==> config.mk <==
export PLATFORM = sky130hd
export DESIGN_NAME = i2c_loopback_fifo
export DESIGN_NICKNAME = d
export VERILOG_FILES = /design/src/rtl/i2c_target_pkg.sv /design/src/rtl/i2c_fifo_ptr.sv /design/src/rtl/i2c_loopback_fifo.sv
export SDC_FILE = /design/constraint.sdc
export NUM_CORES = 1
export LEC_CHECK = 0
export ABC_CLOCK_PERIOD_IN_PS = 5200
export CAP_MARGIN = 10
export CORE_ASPECT_RATIO = 0.75
export CORE_UTILIZATION = 50
export DETAILED_ROUTE_END_ITERATION = 12
export GPL_TIMING_DRIVEN = 1
export HOLD_SLACK_MARGIN = 0.03
export PLACE_DENSITY = 0.68
export SYNTH_ARGS = -nofsm -noshare
export SYNTH_HDL_FRONTEND = slang
export SYNTH_SLANG_ARGS = --single-unit
export TNS_END_PERCENT = 100
==> constraint.sdc <==
create_clock -name CLK -period 5.2 [get_ports CLK]
set_input_delay 0.52 -clock CLK [delete_from_list [all_inputs] [get_ports CLK]]
set_output_delay 0.52 -clock CLK [all_outputs]
set_load 0.005 [all_outputs]
==> src/rtl/i2c_target_pkg.sv <==
// Shared definitions for the I2C dummy target: byte width, idle-bus byte and byte type.
package i2c_target_pkg;

   localparam int unsigned I2C_DATA_W = 8;

   typedef logic [I2C_DATA_W-1:0] i2c_byte_t;

   localparam i2c_byte_t I2C_IDLE_BYTE = 8'hFF;

endpackage

==> src/rtl/i2c_fifo_ptr.sv <==
// FIFO pointer register: index in the low bits plus one wrap bit on top.
module i2c_fifo_ptr #(
   parameter int unsigned PTR_W = 5
) (
   input  logic             clk,
   input  logic             rst_n,
   input  logic             clr,
   input  logic             inc,
   output logic [PTR_W-1:0] ptr
);

   // Clear wins over increment.
   always_ff @(posedge clk or negedge rst_n) begin
      if (!rst_n) begin
         ptr <= '0;
      end else if (clr) begin
         ptr <= '0;
      end else if (inc) begin
         ptr <= ptr + PTR_W'(1);
      end
   end

endmodule

==> src/rtl/i2c_loopback_fifo.sv <==
// Byte FIFO behind the I2C target interface: stores controller writes, returns them on reads.
// Status and head byte are decoded from registered pointers/memory only.
module i2c_loopback_fifo
   import i2c_target_pkg::*;
#(
   parameter  int unsigned DEPTH = 16,
   localparam int unsigned CNT_W = $clog2(DEPTH) + 1
) (
   input  logic             CLK,
   input  logic             RESET_n,
   input  logic             FLUSH,
   input  logic             ACC_WR,
   input  logic [7:0]       ACC_WDATA,
   input  logic             ACC_RD,
   output logic [7:0]       ACC_RDATA,
   output logic             FIFO_EMPTY,
   output logic             FIFO_FULL,
   output logic [CNT_W-1:0] FIFO_COUNT,
   output logic             FIFO_OVF,
   output logic             FIFO_UDF
);

   localparam int unsigned IDX_W = CNT_W - 1;

   i2c_byte_t        mem [DEPTH];
   logic [CNT_W-1:0] wp;
   logic [CNT_W-1:0] rp;
   logic [IDX_W-1:0] wp_idx;
   logic [IDX_W-1:0] rp_idx;
   logic             pop_ok;
   logic             push_ok;
   logic             wr_en;
   logic             rd_en;

   assign wp_idx = wp[IDX_W-1:0];
   assign rp_idx = rp[IDX_W-1:0];

   assign FIFO_EMPTY = (wp == rp);
   assign FIFO_FULL  = (wp_idx == rp_idx) && (wp[IDX_W] != rp[IDX_W]);
   assign FIFO_COUNT = wp - rp;
   assign ACC_RDATA  = FIFO_EMPTY ? I2C_IDLE_BYTE : mem[rp_idx];

   // A pop frees a slot in the same cycle, so a full FIFO can still accept a push.
   assign pop_ok  = ACC_RD && !FIFO_EMPTY;
   assign push_ok = ACC_WR && (!FIFO_FULL || pop_ok);
   assign wr_en   = push_ok && !FLUSH;
   assign rd_en   = pop_ok && !FLUSH;

   i2c_fifo_ptr #(.PTR_W(CNT_W)) u_wp (
      .clk   (CLK),
      .rst_n (RESET_n),
      .clr   (FLUSH),
      .inc   (wr_en),
      .ptr   (wp)
   );

   i2c_fifo_ptr #(.PTR_W(CNT_W)) u_rp (
      .clk   (CLK),
      .rst_n (RESET_n),
      .clr   (FLUSH),
      .inc   (rd_en),
      .ptr   (rp)
   );

   // Storage is intentionally not reset; the idle byte masks it while empty.
   always_ff @(posedge CLK) begin
      if (wr_en) begin
         mem[wp_idx] <= ACC_WDATA;
      end
   end

   // Sticky error flags, cleared only by flush or reset.
   always_ff @(posedge CLK or negedge RESET_n) begin
      if (!RESET_n) begin
         FIFO_OVF <= 1'b0;
         FIFO_UDF <= 1'b0;
      end else if (FLUSH) begin
         FIFO_OVF <= 1'b0;
         FIFO_UDF <= 1'b0;
      end else begin
         if (ACC_WR && !push_ok) begin
            FIFO_OVF <= 1'b1;
         end
         if (ACC_RD && FIFO_EMPTY) begin
            FIFO_UDF <= 1'b1;
         end
      end
   end

endmodule

; After elaboration in Yosys (flattened, before gate mapping)
; Memories as Yosys holds them, arrays and structs flattened.
; Index checks and enable logic that the tools add are counted.
[totals]
regBits = 12
mem_bits_rw = 128
input_bits = 13
out_inout_bits = 17
memories = 1
[memory_table]
columns = memory, words, word_bits, rd, rd_ports_with_merged_regs, write_ports, line_no
row1 = mem, 16, 8, 1, 0, 1, i2c_loopback_fifo.sv:25  ; i2c_byte_t mem [DEPTH];
[op_classes]
addsub = 3
eq_ne = 3
mux = 11
reduce_logical = 16
[ops]
columns = op, count
row1 = 2-to-1 mux 5 bit, 4
row2 = adder 5 x 1 -> 5 bit (second input constant), 2
row3 = 2-to-1 mux 8 bit, 1
row4 = nonzero test 2 bit, 4
row5 = logical AND 1 bit, 7
row6 = 2-to-1 mux 1 bit, 6
row7 = equality test 5 bit, 1
row8 = subtractor 5 bit, 1
row9 = equality test 4 bit, 1
row10 = zero test 1 bit, 4
row11 = logical OR 1 bit, 1
row12 = inequality test 1 bit, 1

; Depth between registers and ports, before layout
; Gate-level depths: netlist of run 1.
[logic_depth]
depth_word = 9
ltp_mapped = 8
depth_no_buf = 7

; Cells and area by module
; A second synthesis of run 1 with hierarchy kept.
[hier_totals]
hier_cells = 306
area_unflattened_um2 = 5851.9
[by_module_without_submodules]
columns = mod, n_inst, cells_per_inst, area_per_inst_um2
row1 = i2c_loopback_fifo, 1, 262, 5346.4
row2 = i2c_fifo_ptr, 2, 22, 252.7

; Worst setup path before layout of run 1
; No wires, ideal clock.
[synth_path]
path_kind = register to output
start = register u_rp.ptr[1]
end = output ACC_RDATA[2]
t_arrival_ps = 1829
setup_slack_ps = 2851
stages_incl_launch_ff = 9
n_path_buf = 2
cell_sequence = dfrtp_1 clkbuf_8 inv_1 ha_1 nand4_1 nor2_1 buf_2 a211oi_1 o21ai_1
[synth_via]
elab_chain_cells = 2
word_cells_on_any_way = 3
cone_classes = 1 x eq/ne / 1 x mux / 1 x memory
[synth_rtl]
columns = item, line_no
row1 = start: declaration, i2c_fifo_ptr.sv:9  ; output logic [PTR_W-1:0] ptr
row2 = start signal: assignment, i2c_fifo_ptr.sv:19  ; ptr <= ptr + PTR_W'(1);
row3 = equality test 5 bit, i2c_loopback_fifo.sv:38  ; assign FIFO_EMPTY = (wp == rp);
row4 = named net FIFO_EMPTY, i2c_loopback_fifo.sv:16  ; output logic FIFO_EMPTY,
row5 = 2-to-1 mux 8 bit, i2c_loopback_fifo.sv:41  ; assign ACC_RDATA = FIFO_EMPTY ? I2C_IDLE_BYTE : mem[rp_idx];
row6 = end: declaration, i2c_loopback_fifo.sv:15  ; output logic [7:0] ACC_RDATA,
; The timed path passes the listed nets, and every way through them passes these cells.

; Worst setup path in the final report of run 1
[layout_path]
start = register u_rp.ptr[1]
end = output ACC_RDATA[3]
[layout_via]
elab_chain_cells = 2
word_cells_on_any_way = 3
cone_classes = 1 x eq/ne / 1 x mux / 1 x memory
[layout_rtl]
columns = item, line_no
row1 = memory read (16 x 8 bit) / equality test 5 bit (equally long branches), --
row2 = 2-to-1 mux 8 bit (*), i2c_loopback_fifo.sv:41
; Every way passes the cells marked *; elsewhere a longest branch is shown, timed or not.

==> metrics.cfg, run 1 <==
[timing]
setup_tns_ps=0
period_share_pct=84.5
rsz0062_at_grt=false
worstMarginPinSlew_ps=1140
slew_headroom_pct=23.5
fmax_mhz=228
fin_worst_skew_ps=7.89
setup_viol=0
maxSlewViolCount=0
holdWs_ps=481
fin_crit_ps=4390
hold_viol=0

[cts]
cts-htree-levels=4
clkSlewWorstSetupHoldPaths_ps=50
cts_resized=0
cts.sinks=140
cts_hold_buf=0
cts_tree=built
cts_buffers=17
cts-root-buf=clkbuf_16
cts_max_path_buffers=2
insertion_delay_ps=410
post_cts_buffers=0

[synthesis]
netlist_area_um2=5890
synthXorXnorAreaFrac_pct=1.32
synth_async_sr_flop_share_pct=8.57
synthTopCellsByCount=edfxtp_1 (128), mux2i_1 (26), mux2_2 (24)
avgSynthCellArea_um2=16.5
syn_inst=357
ys_ff_latch=140
synthSimpleGateAreaFrac_pct=4.59
synth_fp_nets=380
synth-edff-count=128
synth.area.mux_share_pct=12.1
synth_most_common_cell=edfxtp_1
synth_top_family_by_area=multiplexers
ys.warnings.count=0
synth-compound-area-share_pct=6.90
synth_top_area_share_pct=65.2
ys_top_cells_by_area=edfxtp_1 (65%), dfrtp_1 (5.1%), mux2_2 (4.6%)
ys_types=41
yosysTopAreaCell=edfxtp_1
ys_seq_area_share_pct=70.3
synth_fa_ha_area_share_pct=2.25
synth_top_flop_cell=edfxtp_1

[power]
p_leak_uw=0.00224
power.density_nw_per_um2=413
peakVddDrop_v=0.000256

[placement]
place.gp.congestion=0.853
port_buffers=29
hpwl_um=8080
dpl-instance-area_um2=6270

[final_layout]
drive_gt1_share_pct=15.6
diodes=0
layout.nets=415
syn_to_final_growth_pct=15.6
fin_area_um2=6810

[setup_path]
critical-path-slowest-cell=nor2_1
end_kind=output port
crit_chain=inv_1, ha_1, nand4_1, nor2_1, a211oi_1, o21ai_1, clkdlybuf4s50_1
startpoint_type=register
critPathRequiredTime_ps=4680
timing.critical_path.from=u_rp.ptr[1]$_DFFE_PN0P_
cp.arrival_ps=3870
reg2reg_depth=6
crit_type=register to output port
reg2reg_slack_ps=2050
crit_fanout=17
slowest_delay_ps=980
timing.rr.start=u_rp.ptr[1]$_DFFE_PN0P_
r2r-end=u_rp.ptr[4]$_DFFE_PN0P_
crit_end=ACC_RDATA[3]

[grt]
antenna_found_initial=0
grt_use_total_pct=22.5
grt_pass1_wl_um=18800
grt_pass1_vias=3324
grt-ovfl-total=0
grt_max_degree=60

[floorplanning]
die_y_um=96.0
rows=33
die-width_um=127
start_util_pct=52.7
dieArea_um2=12200
num_io_pins=30
coreArea_um2=11200

[drt]
drtPass1Iterations=5
drt_iter0_markers=252
viasPerCell=5.78
drtAntennaViolNets=0
drt_wl_total_um=12400
num_vias=3235
wl_per_cell_um=22.2
drt_drc_violations_left=0

[run]
cap_violations=0

[status]
status=finished clean

[worst_hold_path]
hold_path_class=primary input to async pin

[critical path, delay by kind of cell, from the launching register on]
family | cells | cell delay, ps
buffers and inverters | 2 | 710
and+or+nand+nor | 2 | 1310
adders and majority gates | 1 | 350
DFF | 1 | 800
AOI/OAI and AO/OA | 2 | 280
[registers in the layout, indices dropped and copies added (netlist names)]
| register | flops |
|---|---|
| FIFO_OVF | 1 |
| u_rp.ptr | 5 |
| mem | 128 |
| u_wp.ptr | 5 |
| FIFO_UDF | 1 |
[area by class of cell]
cell class | count | area, um2
fill | 838 | 4380
sequential | 140 | 4150
multi-input combinational | 193 | 1600
clock buffer | 18 | 429
timing repair buffer | 30 | 298
tap | 157 | 196
clock inverter | 12 | 106
inverter | 10 | 37.5
[per-layer routing]
metal | track usage [%] | share of wire (%) | vias up
met5 | 0 | 0 | -
met4 | 9.52 | 1.8 | 0
met3 | 5.23 | 5.4 | 17
met2 | 34.3 | 46 | 94
met1 | 31.3 | 47 | 1658
li1 | - | - | 1466
[power by group]
group	total, uW	internal, uW	switching [uW]
clock network	1110	687	421
logic	449	221	228
registers	1260	1240	12.2
total	2810	2150	661
[worst min path at each step]
stage	depth (start not counted)	slack, ps	endpoint	startpoint
after floorplan	0	220	FIFO_OVF$_DFFE_PN0P_	RESET_n
after detailed placement	2	490	FIFO_OVF$_DFFE_PN0P_	FIFO_OVF$_DFFE_PN0P_
after global routing	1	530	FIFO_OVF$_DFFE_PN0P_	RESET_n
after global placement	2	480	FIFO_OVF$_DFFE_PN0P_	FIFO_OVF$_DFFE_PN0P_
final	1	480	FIFO_UDF$_DFFE_PN0P_	RESET_n
after CTS	1	490	FIFO_UDF$_DFFE_PN0P_	RESET_n
[per-stage QoR]
stage	util, %	std cells	setup slack (ps)	total power [uW]
global placement	56.1	530	1490	1720
global route	60.9	560	648	2900
CTS	60.9	560	864	2820
floorplan	-	357	2850	1560
detailed placement	56.1	530	1310	1730
finish	60.9	560	805	2810
[cell families (layout without fill, tap and decap cells)]
| family | Yosys count | count (layout) |
|---|---|---|
| flip-flops | 140 | 140 |
| AO/OA/AOI/OAI | 67 | 67 |
| multiplexers | 58 | 58 |
| AND/OR/NAND/NOR | 50 | 50 |
| buffers and inverters | 24 | 70 |
| adder cells (fa/ha/maj) | 10 | 10 |
| XOR/XNOR | 8 | 8 |
[layout by cell type (no fill, tap or decap), types with 2 or more instances in the layout]
cell type / instances
a211oi_1: 8
mux2i_1: 26
ha_1: 9
dfrtp_1: 11
nor3_1: 5
o21ai_1: 5
nand3_1: 4
nand2_1: 6
mux2_2: 24
xor2_1: 2
clkdlybuf4s50_1: 29
nor2_1: 8
a21oi_1: 17
and2_1: 17
mux4_2: 8
o22ai_1: 16
clkinv_1: 5
o21ai_0: 15
inv_1: 10
clkbuf_16: 17
clkinv_2: 4
xnor2_1: 5
edfxtp_1: 128
or3_1: 4
a21o_1: 2
bufinv_16: 2
Power figures use the tool's default switching activity.
==> run 2: changes to the inputs <==
Settings changed: ABC_CLOCK_PERIOD_IN_PS 5200 to 4100.
Clock period 5.2 ns to 4.1 ns, I/O delays scaled along.
==> run 2 against run 1 <==
  * Sequential cell count unchanged
  * Sequential power up 26%
  * Die area unchanged
  * Utilization up 0.77 points
  * Sequential share of layout area down 0.76 points
  * Routed wire length up 3.0%
  * First-iteration DRC count up 14%
  * Clock skew down 2.5 ps
  * Via count up 0.99%
  * Non-clock buffer count up 3
  * Worst hold slack worse by 110 ps
  * Cell count up 0.89%
  * Largest cell class unchanged
==> metrics.cfg, run 2 (synthesized netlist as in run 1, its figures left out) <==
[timing]
layout_setup_ws_ps=581  ; was 805 ps
worstMarginPinSlew_ps=736  ; was 1140 ps
fin_worst_skew_ps=5.42  ; was 7.89 ps
fmax_mhz=284
hold_viol=0  ; unchanged
holdWs_ps=373  ; was 481 ps
fin_crit_ps=3520
slew_headroom_pct=50.8  ; was 23.5%
setup_tns_ps=0  ; unchanged
period_share_pct=85.8
setup_viol=0  ; unchanged
rsz0062_at_grt=false  ; unchanged
maxSlewViolCount=0  ; unchanged

[floorplanning]
dieArea_um2=12200  ; unchanged
rows=33  ; unchanged
coreArea_um2=11200  ; unchanged
die-width_um=127  ; unchanged
start_util_pct=52.7  ; unchanged
die_y_um=96.0  ; unchanged
num_io_pins=30  ; unchanged

[final_layout]
nFillCells=809  ; was 838
syn_to_final_growth_pct=17.0  ; was 15.6%
diodes=0  ; unchanged
layout.nets=418  ; was 415
largest_reg_flops=128  ; unchanged
layout_commonest_cell=edfxtp_1  ; unchanged
max_flop_register=mem  ; unchanged
instances_no_fill=565  ; was 560
top_regs=mem x128, u_rp.ptr x5, u_wp.ptr x5  ; unchanged
final_cell_mix=edfxtp_1 (128), clkdlybuf4s50_1 (29), mux2i_1 (26), mux2_2 (24)  ; unchanged
drive_gt1_share_pct=17.9  ; was 15.6%

[cts]
cts_hold_buf=0  ; unchanged
cts_resized=0  ; unchanged
cts_tree=built  ; unchanged
cts-htree-levels=4  ; unchanged
cts_buffers=17  ; unchanged
post_cts_buffers=0  ; unchanged
clkSlewWorstSetupHoldPaths_ps=60  ; was 50 ps
cts-root-buf=clkbuf_16  ; unchanged
insertion_delay_ps=420  ; was 410 ps
cts_max_path_buffers=2  ; unchanged
cts.sinks=140  ; unchanged

[setup_path]
startpoint_type=register  ; unchanged
crit_fanout=14  ; was 17
end_kind=output port  ; unchanged
timing.critical_path.from=u_rp.ptr[3]$_DFFE_PN0P_  ; was u_rp.ptr[1]$_DFFE_PN0P_
critPathRequiredTime_ps=3690  ; was 4680 ps
reg2reg_slack_ps=1370  ; was 2050 ps
crit_type=register to output port  ; unchanged
cp.arrival_ps=3110  ; was 3870 ps
timing.rr.start=u_rp.ptr[3]$_DFFE_PN0P_  ; was u_rp.ptr[1]$_DFFE_PN0P_
crit_end=ACC_RDATA[0]  ; was ACC_RDATA[3]
reg2reg_depth=6  ; unchanged
r2r-end=mem[5][3]$_DFFE_PP_  ; was u_rp.ptr[4]$_DFFE_PN0P_

[power]
peakVddDrop_v=0.000319  ; was 0.000256 V
seqPwrFrac_pct=42.7  ; was 44.7%
intPower_uw=2820  ; was 2150 uW
switching_share_pct=24.1  ; was 23.5%
power.switching_uw=893  ; was 661 uW
combPwrFrac_pct=15.6  ; was 16.0%
p_leak_uw=0.00227  ; was 0.00224 uW
power.density_nw_per_um2=538  ; was 413 nW/um2
clock_power_share_pct=41.7  ; was 39.4%

[drt]
drt_iter0_markers=287  ; was 252
viasPerCell=5.78  ; about the same
num_vias=3267  ; was 3235
wl_per_cell_um=22.7  ; was 22.2 um
drt_wl_total_um=12800  ; was 12400 um
drt_drc_violations_left=0  ; unchanged
drtPass1Iterations=4  ; was 5
drtAntennaViolNets=0  ; unchanged

[worst_hold_path]
hold_path_class=primary input to async pin  ; unchanged

[run]
cap_violations=0  ; unchanged

[placement]
port_buffers=29  ; unchanged
hpwl_um=8270  ; was 8080 um
place_inst=533  ; was 530
place.gp.congestion=0.824  ; was 0.853
place_ws_ps=1030  ; was 1310 ps

[grt]
antenna_found_initial=0  ; unchanged
grt-ovfl-total=0  ; unchanged
grt_use_total_pct=23.0  ; was 22.5%
grt_pass1_vias=3200  ; was 3324
grt_max_degree=33  ; was 60
grt_pass1_wl_um=19300  ; was 18800 um

[status]
status=finished clean  ; unchanged

==> run 2: how the worst min path moves through the flow <==
| stage | from | slack, ps | depth (start not counted) | to |
|---|---|---|---|---|
| 6_report | RESET_n | 370 | 1 | FIFO_UDF$_DFFE_PN0P_ |
| 5_1_grt | RESET_n | 420 | 1 | u_rp.ptr[1]$_DFFE_PN0P_ |
| 4_1_cts | RESET_n | 380 | 1 | u_rp.ptr[1]$_DFFE_PN0P_ |
| 3_5_place_dp | FIFO_OVF$_DFFE_PN0P_ | 490 | 2 | FIFO_OVF$_DFFE_PN0P_ |
| 3_3_place_gp | FIFO_OVF$_DFFE_PN0P_ | 490 | 2 | FIFO_OVF$_DFFE_PN0P_ |
| 2_1_floorplan | RESET_n | 110 | 0 | FIFO_OVF$_DFFE_PN0P_ |
==> run 2: power groups by stage <==
| stage | combinational [uW] | clock (uW) | sequential (uW) |
|---|---|---|---|
| finish | 578 | 1550 | 1590 |
| global placement | 572 | 0 | 1610 |
| CTS | 585 | 1560 | 1590 |
| detailed placement | 582 | 0 | 1610 |
| global route | 621 | 1610 | 1590 |
| floorplan | 368 | 0 | 1610 |
==> run 2: layout make-up <==
cell class / count / area [um2] / share of cell area, %
Clock buffer: 17 / 425 / 6.17
Clock inverter: 15 / 174 / 2.52
Inverter: 10 / 37.5 / 0.544
Multi-Input combinational cell: 193 / 1600 / 23.2
Sequential cell: 140 / 4150 / 60.1
Tap cell: 157 / 196 / 2.85
Timing Repair Buffer: 33 / 320 / 4.64
==> run 2: metal layers <==
| metal | share of wire, % | wire, um | GRT usage, % |
|---|---|---|---|
| met1 | 47 | 6020 | 33.3 |
| met4 | 1.6 | 204 | 9.23 |
| met5 | 0 | 0 | 0 |
| met3 | 6.6 | 847 | 5.34 |
| met2 | 45 | 5730 | 34.1 |
==> run 2: stage by stage <==
| stage | total power, uW | instance area (um2) | util, % |
|---|---|---|---|
| detailed placement | 2200 | 6300 | 56.3 |
| floorplan | 1980 | 5890 | - |
| CTS | 3730 | 6900 | 61.6 |
| global route | 3820 | 6900 | 61.6 |
| finish | 3710 | 6900 | 61.6 |
| global placement | 2190 | 6300 | 56.3 |
==> run 2: worst max-delay path: stages, from the launching register on <==
cell,delay (ps)
dfrtp_1,600
inv_1,90
ha_1,340
nand4_1,300
nor2_1,390
buf_4,250
a211oi_1,70
o21ai_0,120
clkdlybuf4s50_1,540
